File: src/rtl/axi_dw_upsizer_if.sv
// AXI4 bus bundle shared by the narrow and wide sides of the upsizer.
// Master drives requests and write data, Slave drives responses.
interface AXI_BUS #(
  parameter int unsigned AXI_ADDR_WIDTH = 64,
  parameter int unsigned AXI_DATA_WIDTH = 64,
  parameter int unsigned AXI_ID_WIDTH   = 4,
  parameter int unsigned AXI_USER_WIDTH = 8
);
  localparam int unsigned STRB_WIDTH = AXI_DATA_WIDTH / 8;

  logic [AXI_ID_WIDTH-1:0]   aw_id;
  logic [AXI_ADDR_WIDTH-1:0] aw_addr;
  logic [7:0]                aw_len;
  logic [2:0]                aw_size;
  logic [1:0]                aw_burst;
  logic                      aw_lock;
  logic [3:0]                aw_cache;
  logic [2:0]                aw_prot;
  logic [3:0]                aw_qos;
  logic [3:0]                aw_region;
  logic [5:0]                aw_atop;
  logic [AXI_USER_WIDTH-1:0] aw_user;
  logic                      aw_valid;
  logic                      aw_ready;

  logic [AXI_DATA_WIDTH-1:0] w_data;
  logic [STRB_WIDTH-1:0]     w_strb;
  logic                      w_last;
  logic [AXI_USER_WIDTH-1:0] w_user;
  logic                      w_valid;
  logic                      w_ready;

  logic [AXI_ID_WIDTH-1:0]   b_id;
  logic [1:0]                b_resp;
  logic [AXI_USER_WIDTH-1:0] b_user;
  logic                      b_valid;
  logic                      b_ready;

  logic [AXI_ID_WIDTH-1:0]   ar_id;
  logic [AXI_ADDR_WIDTH-1:0] ar_addr;
  logic [7:0]                ar_len;
  logic [2:0]                ar_size;
  logic [1:0]                ar_burst;
  logic                      ar_lock;
  logic [3:0]                ar_cache;
  logic [2:0]                ar_prot;
  logic [3:0]                ar_qos;
  logic [3:0]                ar_region;
  logic [AXI_USER_WIDTH-1:0] ar_user;
  logic                      ar_valid;
  logic                      ar_ready;

  logic [AXI_ID_WIDTH-1:0]   r_id;
  logic [AXI_DATA_WIDTH-1:0] r_data;
  logic [1:0]                r_resp;
  logic                      r_last;
  logic [AXI_USER_WIDTH-1:0] r_user;
  logic                      r_valid;
  logic                      r_ready;

  modport Master (
    output aw_id, aw_addr, aw_len, aw_size, aw_burst, aw_lock,
           aw_cache, aw_prot, aw_qos, aw_region, aw_atop, aw_user,
           aw_valid,
    input  aw_ready,
    output w_data, w_strb, w_last, w_user, w_valid,
    input  w_ready,
    input  b_id, b_resp, b_user, b_valid,
    output b_ready,
    output ar_id, ar_addr, ar_len, ar_size, ar_burst, ar_lock,
           ar_cache, ar_prot, ar_qos, ar_region, ar_user, ar_valid,
    input  ar_ready,
    input  r_id, r_data, r_resp, r_last, r_user, r_valid,
    output r_ready
  );

  modport Slave (
    input  aw_id, aw_addr, aw_len, aw_size, aw_burst, aw_lock,
           aw_cache, aw_prot, aw_qos, aw_region, aw_atop, aw_user,
           aw_valid,
    output aw_ready,
    input  w_data, w_strb, w_last, w_user, w_valid,
    output w_ready,
    output b_id, b_resp, b_user, b_valid,
    input  b_ready,
    input  ar_id, ar_addr, ar_len, ar_size, ar_burst, ar_lock,
           ar_cache, ar_prot, ar_qos, ar_region, ar_user, ar_valid,
    output ar_ready,
    output r_id, r_data, r_resp, r_last, r_user, r_valid,
    input  r_ready
  );
endinterface

File: src/rtl/axi_dw_upsizer.sv
// AXI4 narrow-to-wide data width upsizer: lane steering only, no merging.
// Only the write tracker and read slots are registered.
module axi_dw_upsizer #(
  parameter int unsigned AXI_MAX_READS           = 4,
  parameter int unsigned AXI_ADDR_WIDTH          = 64,
  parameter int unsigned AXI_ID_WIDTH            = 4,
  parameter int unsigned AXI_SLV_PORT_DATA_WIDTH = 64,
  parameter int unsigned AXI_MST_PORT_DATA_WIDTH = 128,
  parameter int unsigned AXI_USER_WIDTH          = 8
) (
  input logic    clk,
  input logic    rst_n,
  AXI_BUS.Slave  slv,
  AXI_BUS.Master mst
);
  localparam int unsigned DWS   = AXI_SLV_PORT_DATA_WIDTH;
  localparam int unsigned SB    = DWS / 8;
  localparam int unsigned MB    = AXI_MST_PORT_DATA_WIDTH / 8;
  localparam int unsigned RATIO = MB / SB;
  localparam int unsigned SOFF  = $clog2(SB);
  localparam int unsigned LW    = (RATIO > 1) ? $clog2(RATIO) : 1;
  localparam int unsigned NR    = AXI_MAX_READS;
  localparam int unsigned IW    = (NR > 1) ? $clog2(NR) : 1;

  typedef logic [AXI_ADDR_WIDTH-1:0] addr_t;
  typedef logic [AXI_ID_WIDTH-1:0]   id_t;
  typedef logic [LW-1:0]             lane_t;
  typedef logic [IW-1:0]             idx_t;

  function automatic lane_t lane_of(input addr_t a);
    lane_of = lane_t'(a >> SOFF);
  endfunction

  function automatic addr_t next_addr(
    input addr_t       a,
    input logic [2:0]  size,
    input logic [1:0]  burst,
    input logic [7:0]  len
  );
    addr_t bytes, incr, win, base;
    bytes = addr_t'(1) << size;
    incr  = (a & ~(bytes - addr_t'(1))) + bytes;
    win   = (addr_t'(len) + addr_t'(1)) << size;
    base  = a & ~(win - addr_t'(1));
    unique case (burst)
      2'b00:   next_addr = a;
      2'b10:   next_addr = base | (incr & (win - addr_t'(1)));
      default: next_addr = incr;
    endcase
  endfunction

  // ---------------- AW / W / B ----------------
  logic       w_busy_q, w_busy_d;
  addr_t      w_addr_q, w_addr_d;
  logic [2:0] w_size_q, w_size_d;
  logic [1:0] w_burst_q, w_burst_d;
  logic [7:0] w_len_q, w_len_d;

  addr_t       w_cur_addr;
  logic [2:0]  w_cur_size;
  logic [1:0]  w_cur_burst;
  logic [7:0]  w_cur_len;
  lane_t       w_lane;
  logic [MB-1:0] w_strb;
  logic        aw_hs, w_hs;

  assign mst.aw_id     = slv.aw_id;
  assign mst.aw_addr   = slv.aw_addr;
  assign mst.aw_len    = slv.aw_len;
  assign mst.aw_size   = slv.aw_size;
  assign mst.aw_burst  = slv.aw_burst;
  assign mst.aw_lock   = slv.aw_lock;
  assign mst.aw_cache  = slv.aw_cache;
  assign mst.aw_prot   = slv.aw_prot;
  assign mst.aw_qos    = slv.aw_qos;
  assign mst.aw_region = slv.aw_region;
  assign mst.aw_atop   = slv.aw_atop;
  assign mst.aw_user   = slv.aw_user;
  assign mst.aw_valid  = ~rst_n & ~w_busy_q & slv.aw_valid;
  assign slv.aw_ready  = ~rst_n & ~w_busy_q & mst.aw_ready;
  assign aw_hs         = mst.aw_valid & mst.aw_ready;

  assign mst.w_data  = {RATIO{slv.w_data}};
  assign mst.w_strb  = w_strb;
  assign mst.w_last  = slv.w_last;
  assign mst.w_user  = slv.w_user;
  assign mst.w_valid = ~rst_n & slv.w_valid;
  assign slv.w_ready = ~rst_n & mst.w_ready;
  assign w_hs        = mst.w_valid & mst.w_ready;

  assign slv.b_id    = mst.b_id;
  assign slv.b_resp  = mst.b_resp;
  assign slv.b_user  = mst.b_user;
  assign slv.b_valid = mst.b_valid;
  assign mst.b_ready = slv.b_ready;

  // While idle, a beat arriving with its AW uses the fresh AW fields.
  always_comb begin
    w_cur_addr  = w_busy_q ? w_addr_q  : slv.aw_addr;
    w_cur_size  = w_busy_q ? w_size_q  : slv.aw_size;
    w_cur_burst = w_busy_q ? w_burst_q : slv.aw_burst;
    w_cur_len   = w_busy_q ? w_len_q   : slv.aw_len;
    w_lane      = lane_of(w_cur_addr);
    w_strb      = '0;
    w_strb[w_lane*SB +: SB] = slv.w_strb;
  end

  always_comb begin
    w_busy_d  = w_busy_q;
    w_addr_d  = w_addr_q;
    w_size_d  = w_size_q;
    w_burst_d = w_burst_q;
    w_len_d   = w_len_q;
    if (aw_hs) begin
      w_busy_d  = 1'b1;
      w_addr_d  = slv.aw_addr;
      w_size_d  = slv.aw_size;
      w_burst_d = slv.aw_burst;
      w_len_d   = slv.aw_len;
    end
    if (w_hs && (w_busy_q || aw_hs)) begin
      w_addr_d = next_addr(w_cur_addr, w_cur_size,
                           w_cur_burst, w_cur_len);
      if (slv.w_last) w_busy_d = 1'b0;
    end
  end

  // ---------------- AR / R ----------------
  logic [NR-1:0] rd_vld_q, rd_vld_d;
  id_t           rd_id_q [NR];
  id_t           rd_id_d [NR];
  addr_t         rd_addr_q [NR];
  addr_t         rd_addr_d [NR];
  logic [2:0]    rd_size_q [NR];
  logic [2:0]    rd_size_d [NR];
  logic [1:0]    rd_burst_q [NR];
  logic [1:0]    rd_burst_d [NR];
  logic [7:0]    rd_len_q [NR];
  logic [7:0]    rd_len_d [NR];

  logic  r_hit, ar_dup, ar_stall, ar_hs, r_hs;
  idx_t  r_idx, free_idx;
  lane_t r_lane;

  always_comb begin
    r_hit    = 1'b0;
    r_idx    = '0;
    ar_dup   = 1'b0;
    free_idx = '0;
    for (int i = NR - 1; i >= 0; i--) begin
      if (rd_vld_q[i] && rd_id_q[i] == mst.r_id) begin
        r_hit = 1'b1;
        r_idx = idx_t'(i);
      end
      if (rd_vld_q[i] && rd_id_q[i] == slv.ar_id) ar_dup = 1'b1;
      if (!rd_vld_q[i]) free_idx = idx_t'(i);
    end
    ar_stall = ar_dup | (&rd_vld_q);
    r_lane   = r_hit ? lane_of(rd_addr_q[r_idx]) : '0;
  end

  assign mst.ar_id     = slv.ar_id;
  assign mst.ar_addr   = slv.ar_addr;
  assign mst.ar_len    = slv.ar_len;
  assign mst.ar_size   = slv.ar_size;
  assign mst.ar_burst  = slv.ar_burst;
  assign mst.ar_lock   = slv.ar_lock;
  assign mst.ar_cache  = slv.ar_cache;
  assign mst.ar_prot   = slv.ar_prot;
  assign mst.ar_qos    = slv.ar_qos;
  assign mst.ar_region = slv.ar_region;
  assign mst.ar_user   = slv.ar_user;
  assign mst.ar_valid  = ~rst_n & slv.ar_valid & ~ar_stall;
  assign slv.ar_ready  = ~rst_n & mst.ar_ready & ~ar_stall;
  assign ar_hs         = mst.ar_valid & mst.ar_ready;

  assign slv.r_id    = mst.r_id;
  assign slv.r_data  = mst.r_data[r_lane*DWS +: DWS];
  assign slv.r_resp  = mst.r_resp;
  assign slv.r_last  = mst.r_last;
  assign slv.r_user  = mst.r_user;
  assign slv.r_valid = ~rst_n & mst.r_valid;
  assign mst.r_ready = ~rst_n & slv.r_ready;
  assign r_hs        = mst.r_valid & mst.r_ready;

  // Free and allocate never collide: allocation takes a slot free now.
  always_comb begin
    rd_vld_d   = rd_vld_q;
    rd_id_d    = rd_id_q;
    rd_addr_d  = rd_addr_q;
    rd_size_d  = rd_size_q;
    rd_burst_d = rd_burst_q;
    rd_len_d   = rd_len_q;
    if (r_hs && r_hit) begin
      rd_addr_d[r_idx] = next_addr(rd_addr_q[r_idx],
        rd_size_q[r_idx], rd_burst_q[r_idx], rd_len_q[r_idx]);
      if (mst.r_last) rd_vld_d[r_idx] = 1'b0;
    end
    if (ar_hs) begin
      rd_vld_d[free_idx]   = 1'b1;
      rd_id_d[free_idx]    = slv.ar_id;
      rd_addr_d[free_idx]  = slv.ar_addr;
      rd_size_d[free_idx]  = slv.ar_size;
      rd_burst_d[free_idx] = slv.ar_burst;
      rd_len_d[free_idx]   = slv.ar_len;
    end
  end

  always_ff @(posedge clk or posedge rst_n) begin
    if (rst_n) begin
      w_busy_q  <= 1'b0;
      w_addr_q  <= '0;
      w_size_q  <= '0;
      w_burst_q <= '0;
      w_len_q   <= '0;
      rd_vld_q  <= '0;
      for (int i = 0; i < NR; i++) begin
        rd_id_q[i]    <= '0;
        rd_addr_q[i]  <= '0;
        rd_size_q[i]  <= '0;
        rd_burst_q[i] <= '0;
        rd_len_q[i]   <= '0;
      end
    end else begin
      w_busy_q   <= w_busy_d;
      w_addr_q   <= w_addr_d;
      w_size_q   <= w_size_d;
      w_burst_q  <= w_burst_d;
      w_len_q    <= w_len_d;
      rd_vld_q   <= rd_vld_d;
      rd_id_q    <= rd_id_d;
      rd_addr_q  <= rd_addr_d;
      rd_size_q  <= rd_size_d;
      rd_burst_q <= rd_burst_d;
      rd_len_q   <= rd_len_d;
    end
  end
endmodule

File: src/flat_wrapper.sv
// flat-port wrapper written by rule: the top's interface ports become plain ports
module axi_dw_upsizer_flat 
#(
  parameter int unsigned AXI_MAX_READS           = 4,
  parameter int unsigned AXI_ADDR_WIDTH          = 64,
  parameter int unsigned AXI_ID_WIDTH            = 4,
  parameter int unsigned AXI_SLV_PORT_DATA_WIDTH = 64,
  parameter int unsigned AXI_MST_PORT_DATA_WIDTH = 128,
  parameter int unsigned AXI_USER_WIDTH          = 8
)
  (clk, rst_n, slv_aw_id, slv_aw_addr, slv_aw_len, slv_aw_size, slv_aw_burst, slv_aw_lock, slv_aw_cache, slv_aw_prot, slv_aw_qos, slv_aw_region, slv_aw_atop, slv_aw_user, slv_aw_valid, slv_aw_ready, slv_w_data, slv_w_strb, slv_w_last, slv_w_user, slv_w_valid, slv_w_ready, slv_b_id, slv_b_resp, slv_b_user, slv_b_valid, slv_b_ready, slv_ar_id, slv_ar_addr, slv_ar_len, slv_ar_size, slv_ar_burst, slv_ar_lock, slv_ar_cache, slv_ar_prot, slv_ar_qos, slv_ar_region, slv_ar_user, slv_ar_valid, slv_ar_ready, slv_r_id, slv_r_data, slv_r_resp, slv_r_last, slv_r_user, slv_r_valid, slv_r_ready, mst_aw_id, mst_aw_addr, mst_aw_len, mst_aw_size, mst_aw_burst, mst_aw_lock, mst_aw_cache, mst_aw_prot, mst_aw_qos, mst_aw_region, mst_aw_atop, mst_aw_user, mst_aw_valid, mst_aw_ready, mst_w_data, mst_w_strb, mst_w_last, mst_w_user, mst_w_valid, mst_w_ready, mst_b_id, mst_b_resp, mst_b_user, mst_b_valid, mst_b_ready, mst_ar_id, mst_ar_addr, mst_ar_len, mst_ar_size, mst_ar_burst, mst_ar_lock, mst_ar_cache, mst_ar_prot, mst_ar_qos, mst_ar_region, mst_ar_user, mst_ar_valid, mst_ar_ready, mst_r_id, mst_r_data, mst_r_resp, mst_r_last, mst_r_user, mst_r_valid, mst_r_ready);
  AXI_BUS #(.AXI_ADDR_WIDTH(AXI_ADDR_WIDTH), .AXI_DATA_WIDTH(64), .AXI_ID_WIDTH(AXI_ID_WIDTH), .AXI_USER_WIDTH(AXI_USER_WIDTH)) slv_i ();
  AXI_BUS #(.AXI_ADDR_WIDTH(AXI_ADDR_WIDTH), .AXI_DATA_WIDTH(128), .AXI_ID_WIDTH(AXI_ID_WIDTH), .AXI_USER_WIDTH(AXI_USER_WIDTH)) mst_i ();
  input logic clk;
  input logic rst_n;
  input wire logic [$bits(slv_i.aw_id)-1:0] slv_aw_id;
  input wire logic [$bits(slv_i.aw_addr)-1:0] slv_aw_addr;
  input wire logic [$bits(slv_i.aw_len)-1:0] slv_aw_len;
  input wire logic [$bits(slv_i.aw_size)-1:0] slv_aw_size;
  input wire logic [$bits(slv_i.aw_burst)-1:0] slv_aw_burst;
  input wire logic [$bits(slv_i.aw_lock)-1:0] slv_aw_lock;
  input wire logic [$bits(slv_i.aw_cache)-1:0] slv_aw_cache;
  input wire logic [$bits(slv_i.aw_prot)-1:0] slv_aw_prot;
  input wire logic [$bits(slv_i.aw_qos)-1:0] slv_aw_qos;
  input wire logic [$bits(slv_i.aw_region)-1:0] slv_aw_region;
  input wire logic [$bits(slv_i.aw_atop)-1:0] slv_aw_atop;
  input wire logic [$bits(slv_i.aw_user)-1:0] slv_aw_user;
  input wire logic [$bits(slv_i.aw_valid)-1:0] slv_aw_valid;
  output wire logic [$bits(slv_i.aw_ready)-1:0] slv_aw_ready;
  input wire logic [$bits(slv_i.w_data)-1:0] slv_w_data;
  input wire logic [$bits(slv_i.w_strb)-1:0] slv_w_strb;
  input wire logic [$bits(slv_i.w_last)-1:0] slv_w_last;
  input wire logic [$bits(slv_i.w_user)-1:0] slv_w_user;
  input wire logic [$bits(slv_i.w_valid)-1:0] slv_w_valid;
  output wire logic [$bits(slv_i.w_ready)-1:0] slv_w_ready;
  output wire logic [$bits(slv_i.b_id)-1:0] slv_b_id;
  output wire logic [$bits(slv_i.b_resp)-1:0] slv_b_resp;
  output wire logic [$bits(slv_i.b_user)-1:0] slv_b_user;
  output wire logic [$bits(slv_i.b_valid)-1:0] slv_b_valid;
  input wire logic [$bits(slv_i.b_ready)-1:0] slv_b_ready;
  input wire logic [$bits(slv_i.ar_id)-1:0] slv_ar_id;
  input wire logic [$bits(slv_i.ar_addr)-1:0] slv_ar_addr;
  input wire logic [$bits(slv_i.ar_len)-1:0] slv_ar_len;
  input wire logic [$bits(slv_i.ar_size)-1:0] slv_ar_size;
  input wire logic [$bits(slv_i.ar_burst)-1:0] slv_ar_burst;
  input wire logic [$bits(slv_i.ar_lock)-1:0] slv_ar_lock;
  input wire logic [$bits(slv_i.ar_cache)-1:0] slv_ar_cache;
  input wire logic [$bits(slv_i.ar_prot)-1:0] slv_ar_prot;
  input wire logic [$bits(slv_i.ar_qos)-1:0] slv_ar_qos;
  input wire logic [$bits(slv_i.ar_region)-1:0] slv_ar_region;
  input wire logic [$bits(slv_i.ar_user)-1:0] slv_ar_user;
  input wire logic [$bits(slv_i.ar_valid)-1:0] slv_ar_valid;
  output wire logic [$bits(slv_i.ar_ready)-1:0] slv_ar_ready;
  output wire logic [$bits(slv_i.r_id)-1:0] slv_r_id;
  output wire logic [$bits(slv_i.r_data)-1:0] slv_r_data;
  output wire logic [$bits(slv_i.r_resp)-1:0] slv_r_resp;
  output wire logic [$bits(slv_i.r_last)-1:0] slv_r_last;
  output wire logic [$bits(slv_i.r_user)-1:0] slv_r_user;
  output wire logic [$bits(slv_i.r_valid)-1:0] slv_r_valid;
  input wire logic [$bits(slv_i.r_ready)-1:0] slv_r_ready;
  output wire logic [$bits(mst_i.aw_id)-1:0] mst_aw_id;
  output wire logic [$bits(mst_i.aw_addr)-1:0] mst_aw_addr;
  output wire logic [$bits(mst_i.aw_len)-1:0] mst_aw_len;
  output wire logic [$bits(mst_i.aw_size)-1:0] mst_aw_size;
  output wire logic [$bits(mst_i.aw_burst)-1:0] mst_aw_burst;
  output wire logic [$bits(mst_i.aw_lock)-1:0] mst_aw_lock;
  output wire logic [$bits(mst_i.aw_cache)-1:0] mst_aw_cache;
  output wire logic [$bits(mst_i.aw_prot)-1:0] mst_aw_prot;
  output wire logic [$bits(mst_i.aw_qos)-1:0] mst_aw_qos;
  output wire logic [$bits(mst_i.aw_region)-1:0] mst_aw_region;
  output wire logic [$bits(mst_i.aw_atop)-1:0] mst_aw_atop;
  output wire logic [$bits(mst_i.aw_user)-1:0] mst_aw_user;
  output wire logic [$bits(mst_i.aw_valid)-1:0] mst_aw_valid;
  input wire logic [$bits(mst_i.aw_ready)-1:0] mst_aw_ready;
  output wire logic [$bits(mst_i.w_data)-1:0] mst_w_data;
  output wire logic [$bits(mst_i.w_strb)-1:0] mst_w_strb;
  output wire logic [$bits(mst_i.w_last)-1:0] mst_w_last;
  output wire logic [$bits(mst_i.w_user)-1:0] mst_w_user;
  output wire logic [$bits(mst_i.w_valid)-1:0] mst_w_valid;
  input wire logic [$bits(mst_i.w_ready)-1:0] mst_w_ready;
  input wire logic [$bits(mst_i.b_id)-1:0] mst_b_id;
  input wire logic [$bits(mst_i.b_resp)-1:0] mst_b_resp;
  input wire logic [$bits(mst_i.b_user)-1:0] mst_b_user;
  input wire logic [$bits(mst_i.b_valid)-1:0] mst_b_valid;
  output wire logic [$bits(mst_i.b_ready)-1:0] mst_b_ready;
  output wire logic [$bits(mst_i.ar_id)-1:0] mst_ar_id;
  output wire logic [$bits(mst_i.ar_addr)-1:0] mst_ar_addr;
  output wire logic [$bits(mst_i.ar_len)-1:0] mst_ar_len;
  output wire logic [$bits(mst_i.ar_size)-1:0] mst_ar_size;
  output wire logic [$bits(mst_i.ar_burst)-1:0] mst_ar_burst;
  output wire logic [$bits(mst_i.ar_lock)-1:0] mst_ar_lock;
  output wire logic [$bits(mst_i.ar_cache)-1:0] mst_ar_cache;
  output wire logic [$bits(mst_i.ar_prot)-1:0] mst_ar_prot;
  output wire logic [$bits(mst_i.ar_qos)-1:0] mst_ar_qos;
  output wire logic [$bits(mst_i.ar_region)-1:0] mst_ar_region;
  output wire logic [$bits(mst_i.ar_user)-1:0] mst_ar_user;
  output wire logic [$bits(mst_i.ar_valid)-1:0] mst_ar_valid;
  input wire logic [$bits(mst_i.ar_ready)-1:0] mst_ar_ready;
  input wire logic [$bits(mst_i.r_id)-1:0] mst_r_id;
  input wire logic [$bits(mst_i.r_data)-1:0] mst_r_data;
  input wire logic [$bits(mst_i.r_resp)-1:0] mst_r_resp;
  input wire logic [$bits(mst_i.r_last)-1:0] mst_r_last;
  input wire logic [$bits(mst_i.r_user)-1:0] mst_r_user;
  input wire logic [$bits(mst_i.r_valid)-1:0] mst_r_valid;
  output wire logic [$bits(mst_i.r_ready)-1:0] mst_r_ready;
  assign slv_i.aw_id = slv_aw_id;
  assign slv_i.aw_addr = slv_aw_addr;
  assign slv_i.aw_len = slv_aw_len;
  assign slv_i.aw_size = slv_aw_size;
  assign slv_i.aw_burst = slv_aw_burst;
  assign slv_i.aw_lock = slv_aw_lock;
  assign slv_i.aw_cache = slv_aw_cache;
  assign slv_i.aw_prot = slv_aw_prot;
  assign slv_i.aw_qos = slv_aw_qos;
  assign slv_i.aw_region = slv_aw_region;
  assign slv_i.aw_atop = slv_aw_atop;
  assign slv_i.aw_user = slv_aw_user;
  assign slv_i.aw_valid = slv_aw_valid;
  assign slv_aw_ready = slv_i.aw_ready;
  assign slv_i.w_data = slv_w_data;
  assign slv_i.w_strb = slv_w_strb;
  assign slv_i.w_last = slv_w_last;
  assign slv_i.w_user = slv_w_user;
  assign slv_i.w_valid = slv_w_valid;
  assign slv_w_ready = slv_i.w_ready;
  assign slv_b_id = slv_i.b_id;
  assign slv_b_resp = slv_i.b_resp;
  assign slv_b_user = slv_i.b_user;
  assign slv_b_valid = slv_i.b_valid;
  assign slv_i.b_ready = slv_b_ready;
  assign slv_i.ar_id = slv_ar_id;
  assign slv_i.ar_addr = slv_ar_addr;
  assign slv_i.ar_len = slv_ar_len;
  assign slv_i.ar_size = slv_ar_size;
  assign slv_i.ar_burst = slv_ar_burst;
  assign slv_i.ar_lock = slv_ar_lock;
  assign slv_i.ar_cache = slv_ar_cache;
  assign slv_i.ar_prot = slv_ar_prot;
  assign slv_i.ar_qos = slv_ar_qos;
  assign slv_i.ar_region = slv_ar_region;
  assign slv_i.ar_user = slv_ar_user;
  assign slv_i.ar_valid = slv_ar_valid;
  assign slv_ar_ready = slv_i.ar_ready;
  assign slv_r_id = slv_i.r_id;
  assign slv_r_data = slv_i.r_data;
  assign slv_r_resp = slv_i.r_resp;
  assign slv_r_last = slv_i.r_last;
  assign slv_r_user = slv_i.r_user;
  assign slv_r_valid = slv_i.r_valid;
  assign slv_i.r_ready = slv_r_ready;
  assign mst_aw_id = mst_i.aw_id;
  assign mst_aw_addr = mst_i.aw_addr;
  assign mst_aw_len = mst_i.aw_len;
  assign mst_aw_size = mst_i.aw_size;
  assign mst_aw_burst = mst_i.aw_burst;
  assign mst_aw_lock = mst_i.aw_lock;
  assign mst_aw_cache = mst_i.aw_cache;
  assign mst_aw_prot = mst_i.aw_prot;
  assign mst_aw_qos = mst_i.aw_qos;
  assign mst_aw_region = mst_i.aw_region;
  assign mst_aw_atop = mst_i.aw_atop;
  assign mst_aw_user = mst_i.aw_user;
  assign mst_aw_valid = mst_i.aw_valid;
  assign mst_i.aw_ready = mst_aw_ready;
  assign mst_w_data = mst_i.w_data;
  assign mst_w_strb = mst_i.w_strb;
  assign mst_w_last = mst_i.w_last;
  assign mst_w_user = mst_i.w_user;
  assign mst_w_valid = mst_i.w_valid;
  assign mst_i.w_ready = mst_w_ready;
  assign mst_i.b_id = mst_b_id;
  assign mst_i.b_resp = mst_b_resp;
  assign mst_i.b_user = mst_b_user;
  assign mst_i.b_valid = mst_b_valid;
  assign mst_b_ready = mst_i.b_ready;
  assign mst_ar_id = mst_i.ar_id;
  assign mst_ar_addr = mst_i.ar_addr;
  assign mst_ar_len = mst_i.ar_len;
  assign mst_ar_size = mst_i.ar_size;
  assign mst_ar_burst = mst_i.ar_burst;
  assign mst_ar_lock = mst_i.ar_lock;
  assign mst_ar_cache = mst_i.ar_cache;
  assign mst_ar_prot = mst_i.ar_prot;
  assign mst_ar_qos = mst_i.ar_qos;
  assign mst_ar_region = mst_i.ar_region;
  assign mst_ar_user = mst_i.ar_user;
  assign mst_ar_valid = mst_i.ar_valid;
  assign mst_i.ar_ready = mst_ar_ready;
  assign mst_i.r_id = mst_r_id;
  assign mst_i.r_data = mst_r_data;
  assign mst_i.r_resp = mst_r_resp;
  assign mst_i.r_last = mst_r_last;
  assign mst_i.r_user = mst_r_user;
  assign mst_i.r_valid = mst_r_valid;
  assign mst_r_ready = mst_i.r_ready;
  axi_dw_upsizer #(.AXI_MAX_READS(AXI_MAX_READS), .AXI_ADDR_WIDTH(AXI_ADDR_WIDTH), .AXI_ID_WIDTH(AXI_ID_WIDTH), .AXI_SLV_PORT_DATA_WIDTH(AXI_SLV_PORT_DATA_WIDTH), .AXI_MST_PORT_DATA_WIDTH(AXI_MST_PORT_DATA_WIDTH), .AXI_USER_WIDTH(AXI_USER_WIDTH)) u_core (.clk(clk), .rst_n(rst_n), .slv(slv_i), .mst(mst_i));
endmodule
File: config.mk
export PLATFORM = sky130hd
export DESIGN_NAME = axi_dw_upsizer_flat
export DESIGN_NICKNAME = d
export VERILOG_FILES = /design/src/rtl/axi_dw_upsizer_if.sv /design/src/rtl/axi_dw_upsizer.sv /design/src/flat_wrapper.sv
export SDC_FILE = /design/constraint.sdc
export NUM_CORES = 1
export LEC_CHECK = 0
export ABC_AREA = 1
export BUFFER_PORTS_ARGS = -buffer_cell sky130_fd_sc_hd__buf_2
export CAP_MARGIN = 30
export CORE_AREA = 2 2 366 368
export DETAILED_ROUTE_END_ITERATION = 6
export DIE_AREA = 0 0 368 370
export HOLD_SLACK_MARGIN = 0.12
export MAX_ROUTING_LAYER = met4
export SLEW_MARGIN = 20
export SYNTH_ARGS = -nofsm -noshare
export SYNTH_HDL_FRONTEND = slang
export SYNTH_SLANG_ARGS = --single-unit
File: constraint.sdc
create_clock -name clk -period 5.6 [get_ports clk]
set_input_delay 0.56 -clock clk [delete_from_list [all_inputs] [get_ports clk]]
set_output_delay 0.56 -clock clk [all_outputs]
set_load 0.02 [all_outputs]
Word-level counts from Yosys, hierarchy flattened
Index checks and enable logic that the tools add are counted.
W data, S select, Z words.
{"block": "word_totals", "reg_bits": 406, "latch_bits": 0, "mem_bits_rw": 0, "rom_bits": 0, "input_bits": 466, "output_inout_bits": 472, "elab_cells": 184, "n_memories": 0}
{"block": "classes", "n_addsub": 9, "mul": 0, "div_mod_pow": 0, "magnitude_cmp": 8, "n_eq_ne": 10, "shift": 7, "mux": 68, "n_bitwise": 37, "reduce_logical": 19}
{"operator": "$bwmux W256", "count": 2}
{"operator": "$mux W256", "count": 2}
{"operator": "$mux W64", "count": 8}
{"operator": "$and A64 B64 Y64", "count": 6}
{"operator": "$demux W64 S2", "count": 2}
{"operator": "$not A64 Y64", "count": 4}
{"operator": "$pmux W64 S2", "count": 2}
{"operator": "$sub A64 B1 Y64 const B", "count": 4}
{"operator": "$add A64 B64 Y64", "count": 2}
{"operator": "$bmux W64 S2", "count": 1}
{"operator": "$or A64 B64 Y64", "count": 2}
{"operator": "$shiftx A128 B8 Y64", "count": 1}
{"operator": "$shl A1 B3 Y64 const A", "count": 2}
{"operator": "$shl A64 B3 Y64", "count": 2}
{"operator": "$neg A4 Y34", "count": 1}
{"operator": "$shift A8 B34 Y16 const A", "count": 1}
{"operator": "$shiftx A8 B34 Y16", "count": 1}
{"operator": "$bwmux W32", "count": 1}
{"operator": "$eq A4 B4 Y1", "count": 8}
{"operator": "$mux W8", "count": 4}
{"operator": "$mux W2", "count": 12}
{"operator": "$add A8 B1 Y9 const B", "count": 2}
{"operator": "$and A16 B16 Y16", "count": 1}
{"operator": "$bmux W8 S2", "count": 1}
{"operator": "30 further kinds", "count": 86}

Longest topological paths before layout
Gate-level depths: netlist of run 1.
{"block": "logic_depth", "depth_word": 23, "mapped_depth": 29}

Worst setup path before layout of run 1
No wires, ideal clock.
{"block": "synth_timing", "kind": "input to register", "start": "in rst_n", "end": "reg u_core.rd_addr_q[3] in the netlist's numbering", "arrival_time_ps": 3535, "t_required_ps": 5480, "setup_slack_ps": 1944, "path_stages": 8, "path_buffers": 2, "path_cell_list": "clkbuf_1 -> inv_1 -> nand2_1 -> nor2_1 -> nand4_1 -> clkbuf_1 -> nor2_1 -> a21oi_2"}
{"element": "start: declaration", "line_no": "flat_wrapper.sv:15", "rtl": "input logic rst_n;"}
{"element": "end signal: assignment", "line_no": "axi_dw_upsizer.sv:232", "rtl": "rd_addr_q <= rd_addr_d;"}
{"element": "end: declaration", "line_no": "axi_dw_upsizer.sv:132", "rtl": "addr_t rd_addr_q [NR];"}

Worst setup path after layout of run 1
{"block": "layout_timing", "start": "reg u_core.rd_id_q[1] in the netlist's numbering", "end": "out slv_r_data[35]"}
{"block": "layout_via", "elab_chain_len": 12, "word_cells_on_any_way": 16, "cone_classes": "eq/ne: 1; shift: 1; mux: 12; bitwise: 1; reduce/logical: 1"}
{"element": "start: declaration", "line_no": "axi_dw_upsizer.sv:130", "rtl": "id_t rd_id_q [NR];"}
{"element": "start signal: assignment", "line_no": "axi_dw_upsizer.sv:231", "rtl": "rd_id_q <= rd_id_d;"}
{"element": "$eq A4 B4 Y1 *", "line_no": "axi_dw_upsizer.sv:151", "rtl": "if (rd_vld_q[i] && rd_id_q[i] == mst.r_id) begin"}
{"element": "$logic_and A1 B1 Y1 *", "line_no": "axi_dw_upsizer.sv:151"}
{"element": "$mux W2 (4 in series)", "line_no": "axi_dw_upsizer.sv:151"}
{"element": "$not A2 Y3 (not written as such)", "line_no": "axi_dw_upsizer.sv:159", "rtl": "r_lane = r_hit ? lane_of(rd_addr_q[r_idx]) : '0;"}
{"element": "$bmux W64 S2", "line_no": "axi_dw_upsizer.sv:159"}
{"element": "$mux W64 (not written as such) (2 in series)", "line_no": "axi_dw_upsizer.sv:159"}
{"element": "$mux W1 *", "line_no": "axi_dw_upsizer.sv:159"}
{"element": "$shiftx A128 B8 Y64 *", "line_no": "axi_dw_upsizer.sv:178", "rtl": "assign slv.r_data = mst.r_data[r_lane*DWS +: DWS];"}
{"element": "end: declaration", "line_no": "flat_wrapper.sv:55", "rtl": "output wire logic [$bits(slv_i.r_data)-1:0] slv_r_data;"}
Mark *: on every way between the ends. The rest lies on a longest branch, timed or not. The select of a mux whose other input is x is not followed.

==> results of run 1 <==
## power groups by stage
stage	clock network (uW)	registers [uW]	logic, uW
CTS	618	1170	3730
detailed placement	0	1180	3720
global route	636	1220	4120
global placement	0	1180	3690
floorplan	0	1080	2980
finish	590	1170	3690
## final cells by class
| cell class | instances | area (um2) |
|---|---|---|
| clock inverters | 6 | 46.3 |
| fillers | 15700 | 122000 |
| diodes | 3 | 7.51 |
| clock buffers | 10 | 229 |
| multi-input cells | 673 | 3800 |
| inverters | 141 | 531 |
| flip-flops and latches | 86 | 2150 |
| well taps | 1768 | 2210 |
| repair buffers | 312 | 1620 |
## cell families (layout without fill, tap and decap cells)
| kind of cell | Yosys count | after routing |
|---|---|---|
| compound gates | 156 | 156 |
| fa+ha+maj | 8 | 8 |
| mux | 74 | 74 |
| buf+inv | 551 | 469 |
| other cells | 0 | 3 |
| simple gates | 419 | 419 |
| xor+xnor | 16 | 16 |
| flops | 86 | 86 |
## per-layer routing
metal	share of wire [%]	track usage (%)
met4	3.2	3.79
met3	24	12.9
met5	0	-
met1	32	11.4
met2	41	17.3
## synthesized netlist by cell type, drive strengths merged, types with 2 or more instances
library cell | instances | area [um2]
buf | 394 | 2950
nand2 | 248 | 973
inv | 141 | 529
o21ai | 98 | 494
nor2 | 96 | 393
dfrtp | 86 | 2150
mux2 | 69 | 777
nand3 | 53 | 318
a21oi | 24 | 146
clkbuf | 16 | 60.1
xnor2 | 13 | 114
o22ai | 12 | 75.1
nand4 | 11 | 68.8
ha | 8 | 100
o211ai | 8 | 60.1
or2 | 6 | 37.5
mux2i | 5 | 50.1
a31oi | 4 | 25.0
xor2 | 3 | 26.3
a221oi | 2 | 23.8
nor3b | 2 | 15.0
o221ai | 2 | 17.5
## worst min path at each step
stage,cells past startpoint,startpoint,slack [ps],endpoint
floorplan,2,u_core.w_burst_q[1],450,u_core.w_burst_q[1]
global placement,2,u_core.rd_len_q[0],470,u_core.rd_len_q[0]
detailed placement,2,u_core.w_burst_q[1],470,u_core.w_burst_q[1]
CTS,3,rst_n,380,u_core.w_size_q[0]
global route,3,rst_n,410,u_core.w_burst_q[1]
finish,3,rst_n,400,u_core.w_addr_q[1]
## tightest hold or removal path, cell delays in order
cell	delay, ps
sky130_fd_sc_hd__buf_2	100
sky130_fd_sc_hd__buf_4	190
sky130_fd_sc_hd__clkinv_2	300
## flip-flops by register name (all words and copies together), names as in the netlist
signal,cells
u_core.w_burst_q,2
u_core.rd_size_q,12
u_core.rd_addr_q,16
u_core.rd_len_q,16
u_core.w_addr_q,4
u_core.rd_burst_q,8
u_core.w_busy_q,1
u_core.rd_vld_q,4
u_core.w_len_q,4
u_core.rd_id_q,16
u_core.w_size_q,3
## metrics by stage
| step | hold slack, ps | cells | area [um2] |
|---|---|---|---|
| after detailed placement | 468 | 2979 | 10300 |
| after global placement | 470 | 2978 | 10300 |
| after floorplan | 449 | 1310 | 9480 |
| final | 396 | 2999 | 10600 |
| after CTS | 377 | 2995 | 10600 |
| after global routing | 415 | 2998 | 10600 |
==> out/qor.json, run 1 <==
{
  "first_global_vias": {"value": 7738},
  "p_comb_share": {"value": 67.6, "unit": "%"},
  "groute.usage.overall": {"value": 12.4, "unit": "%"},
  "worst_margin_pin_slew": {"value": 967, "unit": "ps"},
  "detailedPlacementHpwl": {"value": 79.6, "unit": "mm"},
  "clk_latency": {"value": 370, "unit": "ps"},
  "max_freq": {"value": 0.215, "unit": "GHz"},
  "critical-path-slowest-cell": {"value": "sky130_fd_sc_hd__nand2_4"},
  "final_util": {"value": 8.00, "unit": "%"},
  "critical_path.max_fanout": {"value": 64},
  "most-common-layout-cells": {"value": "sky130_fd_sc_hd__buf_2, sky130_fd_sc_hd__nand2_1, sky130_fd_sc_hd__inv_1"},
  "cts_setup_buffers": {"value": 0},
  "report.final.slew_viol_count": {"value": 0},
  "crit_path_max_incr_delay": {"value": 590, "unit": "ps"},
  "clock_path_buffers": {"value": 2},
  "powerDensity": {"value": 515, "unit": "nW/um2"},
  "die_width": {"value": 368, "unit": "um"},
  "synth-seq-cells": {"value": 86},
  "yosys_warnings": {"value": 0},
  "die_outline_area": {"value": 136000, "unit": "um2"},
  "fp.dieH": {"value": 370, "unit": "um"},
  "synth_edf_count": {"value": 0},
  "place_ws": {"value": 1050, "unit": "ps"},
  "setup_repair_after_global_routing_missed_its_margin": {"value": "no"},
  "detailedRoute.firstPassIterationCount": {"value": 5},
  "drt-total-wl": {"value": 85.7, "unit": "mm"},
  "post_drt_via_cell_ratio": {"value": 2.76},
  "drt-wirelength-per-cell": {"value": 28.6, "unit": "um"},
  "worst-path-buf-inv": {"value": 6},
  "finalNetCount": {"value": 1697},
  "cts_buffers": {"value": 9},
  "final.setup_skew": {"value": 7.41, "unit": "ps"},
  "synthSimpleGateAreaFrac": {"value": 19.3, "unit": "%"},
  "clock-sinks": {"value": 86},
  "crit_cells": {"value": 16},
  "critical_path.top_delay_family": {"value": "simple AND/OR/NAND/NOR gates"},
  "p_sw_share": {"value": 53.9, "unit": "%"},
  "quantity_of_i_o_buffers_inserted_on_ports": {"value": 305},
  "clock_tree_from_tritoncts": {"value": "done"},
  "synth_cell_types": {"value": 46},
  "post-route-min-period": {"value": 4650, "unit": "ps"},
  "static-leakage-power": {"value": 0.00477, "unit": "uW"},
  "worst_slew_margin_rel": {"value": 35.5, "unit": "%"},
  "worstRegToRegCells": {"value": 13},
  "power.sequential.fraction": {"value": 21.5, "unit": "%"},
  "reg2reg_setup_slack": {"value": 1860, "unit": "ps"},
  "timing.final.setup_violations": {"value": 0},
  "xor_xnor_fraction_of_synth_area": {"value": 1.48, "unit": "%"},
  "required": {"value": 5040, "unit": "ps"},
  "critPathMostFrequentCell": {"value": "sky130_fd_sc_hd__inv_1"},
  "hold_fix_buffers_cts": {"value": 0},
  "cts_max_level": {"value": 3},
  "resized_gates_after_cts": {"value": 0},
  "postSynthNetCount": {"value": 1784},
  "floorplan.io_pins": {"value": 938},
  "synth.mux.area_fraction": {"value": 8.73, "unit": "%"},
  "drc_violation_count_after_routing": {"value": 0},
  "commonest_non_fill_non_tap_cell_in_the_layout": {"value": "sky130_fd_sc_hd__buf_2"},
  "setup.worst_path.start": {"value": "u_core.rd_id_q[1]"},
  "drt.antenna.violating_nets": {"value": 0},
  "core": {"value": 132000, "unit": "um2"},
  "initial_antenna_violation_count": {"value": 51},
  "async_flop_share": {"value": 100, "unit": "%"},
  "vdd_ir_drop_max": {"value": 217, "unit": "uV"},
  "synth-seq-area-share": {"value": 22.7, "unit": "%"},
  "synth_flop_cell": {"value": "sky130_fd_sc_hd__dfrtp_1"},
  "min_path_type": {"value": "in2async"},
  "global_route_wire_length_before_repair": {"value": 102, "unit": "mm"},
  "critical_path_class": {"value": "reg2out"},
  "post_synth_inst_count": {"value": 1310},
  "detail_route.iter0.violations": {"value": 509},
  "synthAdderAreaFrac": {"value": 1.06, "unit": "%"},
  "cellInternalPower": {"value": 2520, "unit": "uW"},
  "cts.reportedPaths.clkPinSlew": {"value": 70, "unit": "ps"},
  "syn_avg_cell_area": {"value": 7.23, "unit": "um2"},
  "power.total": {"value": 5460, "unit": "uW"},
  "dominant_combinational_cell_family_by_area_after_synthesis": {"value": "buffers and inverters"},
  "arrival_time_worst_endpoint": {"value": 4090, "unit": "ps"},
  "critical_path.reg2reg.endpoint": {"value": "u_core.w_addr_q[1]"},
  "cts_root_buf": {"value": "sky130_fd_sc_hd__clkbuf_16"},
  "timing.rr.start": {"value": "u_core.w_busy_q"},
  "start_util": {"value": 7.15, "unit": "%"},
  "area_growth_syn_to_layout": {"value": 11.8, "unit": "%"},
  "timing.critical_path.to": {"value": "slv_r_data[35]"},
  "worst_setup_path_start_kind": {"value": "flop"},
  "share_of_total_power_in_the_clock_network": {"value": 10.8, "unit": "%"},
  "crit_path_cell_trace": {"value": "inv_1 > nand2_1 > nand2_1 > nor2_2 > inv_1 > nor2_1 > nand2_2 > nor2_2 > inv_1 > o22ai_1 > inv_1 > nand2_1 > inv_1 > nand2_4 > mux2_2 > buf_2"},
  "grt_start_max_net_pins": {"value": 73},
  "layout_worst_path_cycle_share": {"value": 82.9, "unit": "%"},
  "grt_overflow_total": {"value": 0},
  "outcome": {"value": "complete, no violations"},
  "hold_viol_final": {"value": 0},
  "fin_setup_tns": {"value": 0, "unit": "ps"},
  "syn_area": {"value": 9480, "unit": "um2"},
  "num_vias": {"value": 8270},
  "post_route_cells_drive_above_1_share": {"value": 36.5, "unit": "%"},
  "gpl.final_weighted_congestion": {"value": 0.974},
  "drv.max_cap_violation_count": {"value": 0},
  "post-route-worst-setup-slack": {"value": 955, "unit": "ps"},
  "synth_compound_area_share": {"value": 9.41, "unit": "%"},
  "crit_path_end_kind": {"value": "primary output"},
  "rows": {"value": 134},
  "p_switching": {"value": 2940, "unit": "uW"}
}
Power figures use the tool's default switching activity.
==> run 2, diff against run 1 <==
--- a/config.mk
+++ b/config.mk
@@ -8,9 +8,9 @@
 export ABC_AREA = 1
 export BUFFER_PORTS_ARGS = -buffer_cell sky130_fd_sc_hd__buf_2
 export CAP_MARGIN = 30
-export CORE_AREA = 2 2 366 368
+export CORE_AREA = 2 2 370 372
 export DETAILED_ROUTE_END_ITERATION = 6
-export DIE_AREA = 0 0 368 370
+export DIE_AREA = 0 0 372 374
 export HOLD_SLACK_MARGIN = 0.12
 export MAX_ROUTING_LAYER = met4
 export SLEW_MARGIN = 20
==> constraint.sdc (replaced) <==
create_clock -name clk -period 4.7 [get_ports clk]
set_input_delay 0.47 -clock clk [delete_from_list [all_inputs] [get_ports clk]]
set_output_delay 0.47 -clock clk [all_outputs]
set_load 0.02 [all_outputs]
==> out/qor.json, run 2 (synthesized netlist as in run 1, its figures left out) <==
{
  "max_freq": {"value": 0.244, "unit": "GHz"},
  "detailedRoute.firstPassIterationCount": {"value": 5},
  "gpl.final_weighted_congestion": {"value": 1.02},
  "biggestRegsByFlops": {"value": "u_core.rd_addr_q x16, u_core.rd_id_q x16, u_core.rd_len_q x16"},
  "cts_root_buf": {"value": "sky130_fd_sc_hd__clkbuf_16"},
  "quantity_of_i_o_buffers_inserted_on_ports": {"value": 305},
  "reg2reg_setup_slack": {"value": 1120, "unit": "ps"},
  "report.final.slew_viol_count": {"value": 0},
  "layout_worst_path_cycle_share": {"value": 87.1, "unit": "%"},
  "global_route_wire_length_before_repair": {"value": 113, "unit": "mm"},
  "critPathMostFrequentCell": {"value": "sky130_fd_sc_hd__inv_1"},
  "crit_path_cell_trace": {"value": "inv_1 > a21oi_1 > nand3_1 > nor2_1 > nand2_2 > nor2_2 > inv_1 > o22ai_1 > inv_1 > nand2_1 > inv_1 > nand2_4 > buf_4 > mux2_2 > buf_2"},
  "worst_setup_path_start_kind": {"value": "flop"},
  "detailed_place.area": {"value": 10300, "unit": "um2"},
  "fin_cells": {"value": 3020},
  "crit_path_end_kind": {"value": "primary output"},
  "crit_path_max_incr_delay": {"value": 450, "unit": "ps"},
  "post_drt_via_cell_ratio": {"value": 2.74},
  "critical_path.top_delay_family": {"value": "simple AND/OR/NAND/NOR gates"},
  "critical_path.max_fanout": {"value": 18},
  "post-place-cells": {"value": 2996},
  "grt_start_max_net_pins": {"value": 73},
  "critical_path_class": {"value": "reg2out"},
  "drt-total-wl": {"value": 97.7, "unit": "mm"},
  "clk_latency": {"value": 370, "unit": "ps"},
  "required": {"value": 4230, "unit": "ps"},
  "grt_overflow_total": {"value": 0},
  "worst_slew_margin_rel": {"value": 56.5, "unit": "%"},
  "detail_route.iter0.violations": {"value": 456},
  "final.setup_skew": {"value": 16.9, "unit": "ps"},
  "timing.final.setup_violations": {"value": 0},
  "first_global_vias": {"value": 7938},
  "hold_fix_buffers_cts": {"value": 0},
  "drt.antenna.violating_nets": {"value": 0},
  "clock_tree_from_tritoncts": {"value": "done"},
  "rows": {"value": 135},
  "powerDensity": {"value": 616, "unit": "nW/um2"},
  "drc_violation_count_after_routing": {"value": 0},
  "most-common-layout-cells": {"value": "sky130_fd_sc_hd__buf_2, sky130_fd_sc_hd__nand2_1, sky130_fd_sc_hd__inv_1"},
  "final_layout_worst_hold_slack": {"value": 265, "unit": "ps"},
  "fp.dieH": {"value": 374, "unit": "um"},
  "fin_setup_tns": {"value": 0, "unit": "ps"},
  "post_route_cells_drive_above_1_share": {"value": 36.7, "unit": "%"},
  "critical-path-slowest-cell": {"value": "sky130_fd_sc_hd__dfrtp_1"},
  "commonest_non_fill_non_tap_cell_in_the_layout": {"value": "sky130_fd_sc_hd__buf_2"},
  "detailedPlacementHpwl": {"value": 92.0, "unit": "mm"},
  "clock-sinks": {"value": 86},
  "num_vias": {"value": 8288},
  "cts_setup_buffers": {"value": 0},
  "setup_repair_after_global_routing_missed_its_margin": {"value": "no"},
  "worst_margin_pin_slew": {"value": 646, "unit": "ps"},
  "power.total": {"value": 6560, "unit": "uW"},
  "cts.reportedPaths.clkPinSlew": {"value": 80, "unit": "ps"},
  "min_path_type": {"value": "in2async"},
  "hold_viol_final": {"value": 0},
  "core": {"value": 135000, "unit": "um2"},
  "worst-path-buf-inv": {"value": 6},
  "cts_buffers": {"value": 9},
  "vdd_ir_drop_max": {"value": 398, "unit": "uV"},
  "drv.max_cap_violation_count": {"value": 0},
  "post-route-min-period": {"value": 4090, "unit": "ps"},
  "postLayoutCellArea": {"value": 10600, "unit": "um2"},
  "floorplan.io_pins": {"value": 938},
  "finalNetCount": {"value": 1701},
  "cts_max_level": {"value": 3},
  "area_growth_syn_to_layout": {"value": 12.4, "unit": "%"},
  "outcome": {"value": "complete, no violations"},
  "initial_antenna_violation_count": {"value": 62},
  "resized_gates_after_cts": {"value": 0},
  "arrival_time_worst_endpoint": {"value": 3620, "unit": "ps"},
  "static-leakage-power": {"value": 0.00479, "unit": "uW"},
  "die_outline_area": {"value": 139000, "unit": "um2"},
  "die_width": {"value": 372, "unit": "um"},
  "drt-wirelength-per-cell": {"value": 32.3, "unit": "um"},
  "start_util": {"value": 7.02, "unit": "%"},
  "groute.usage.overall": {"value": 13.8, "unit": "%"},
  "clock_path_buffers": {"value": 2}
}
run 2: cell types whose count changed in the layout (fill, tap and decap cells not counted):
cell,before,now
sky130_fd_sc_hd__diode_2,3,7
sky130_fd_sc_hd__buf_4,5,8
sky130_fd_sc_hd__buf_12,0,1
sky130_fd_sc_hd__buf_16,2,1
sky130_fd_sc_hd__buf_8,0,1
run 2: worst reg2reg max path, delay by kind of cell, from the launching register on:
family          cells  cell delay [ps]
fa+ha+maj           1              220
simple gates       17             2260
flops               1              450
compound gates      2              300
buf+inv             4              270
run 2: worst paths after layout:
check,from,endpoint,cells after the start
max,u_core.rd_vld_q[3],slv_r_data[23],15
min,rst_n,u_core.w_busy_q,2
max reg2reg,u_core.rd_vld_q[3],u_core.rd_addr_q[3],24
min reg2reg,u_core.rd_len_q[19],u_core.rd_len_q[19],2
max in group asynchronous,rst_n,u_core.rd_size_q[7],4
min in group clk,slv_aw_burst[1],u_core.w_burst_q[1],3
run 2: final cells by class:
cell class,count,area (um2)
Sequential cell,86,2150
Clock inverter,6,46.3
Multi-Input combinational cell,673,3800
Inverter,141,531
Timing Repair Buffer,316,1650
Fill cell,15900,124000
Clock buffer,10,229
Tap cell,1781,2230
Antenna cell,7,17.5
run 2: routing by layer:
metal,GRT usage (%),part of all wire (%),vias up
met5,-,0,-
met4,3.23,2.8,0
met1,13.8,35,3778
met3,12.8,22,89
li1,-,-,3607
met2,19.6,41,814
run 2: through the flow:
step                      setup WS [ps]  util, %
after detailed placement            788     7.65
after floorplan                    1130        -
after global placement              833     7.64
after CTS                           501     7.86
after global routing                267     7.88
final                               606     7.89
run 2: report_power, final:
| group | total [uW] | switching, uW | internal (uW) |
|---|---|---|---|
| sequential | 1390 | 283 | 1100 |
| combinational | 4470 | 2910 | 1560 |
| clock | 706 | 342 | 364 |
| total | 6560 | 3530 | 3030 |
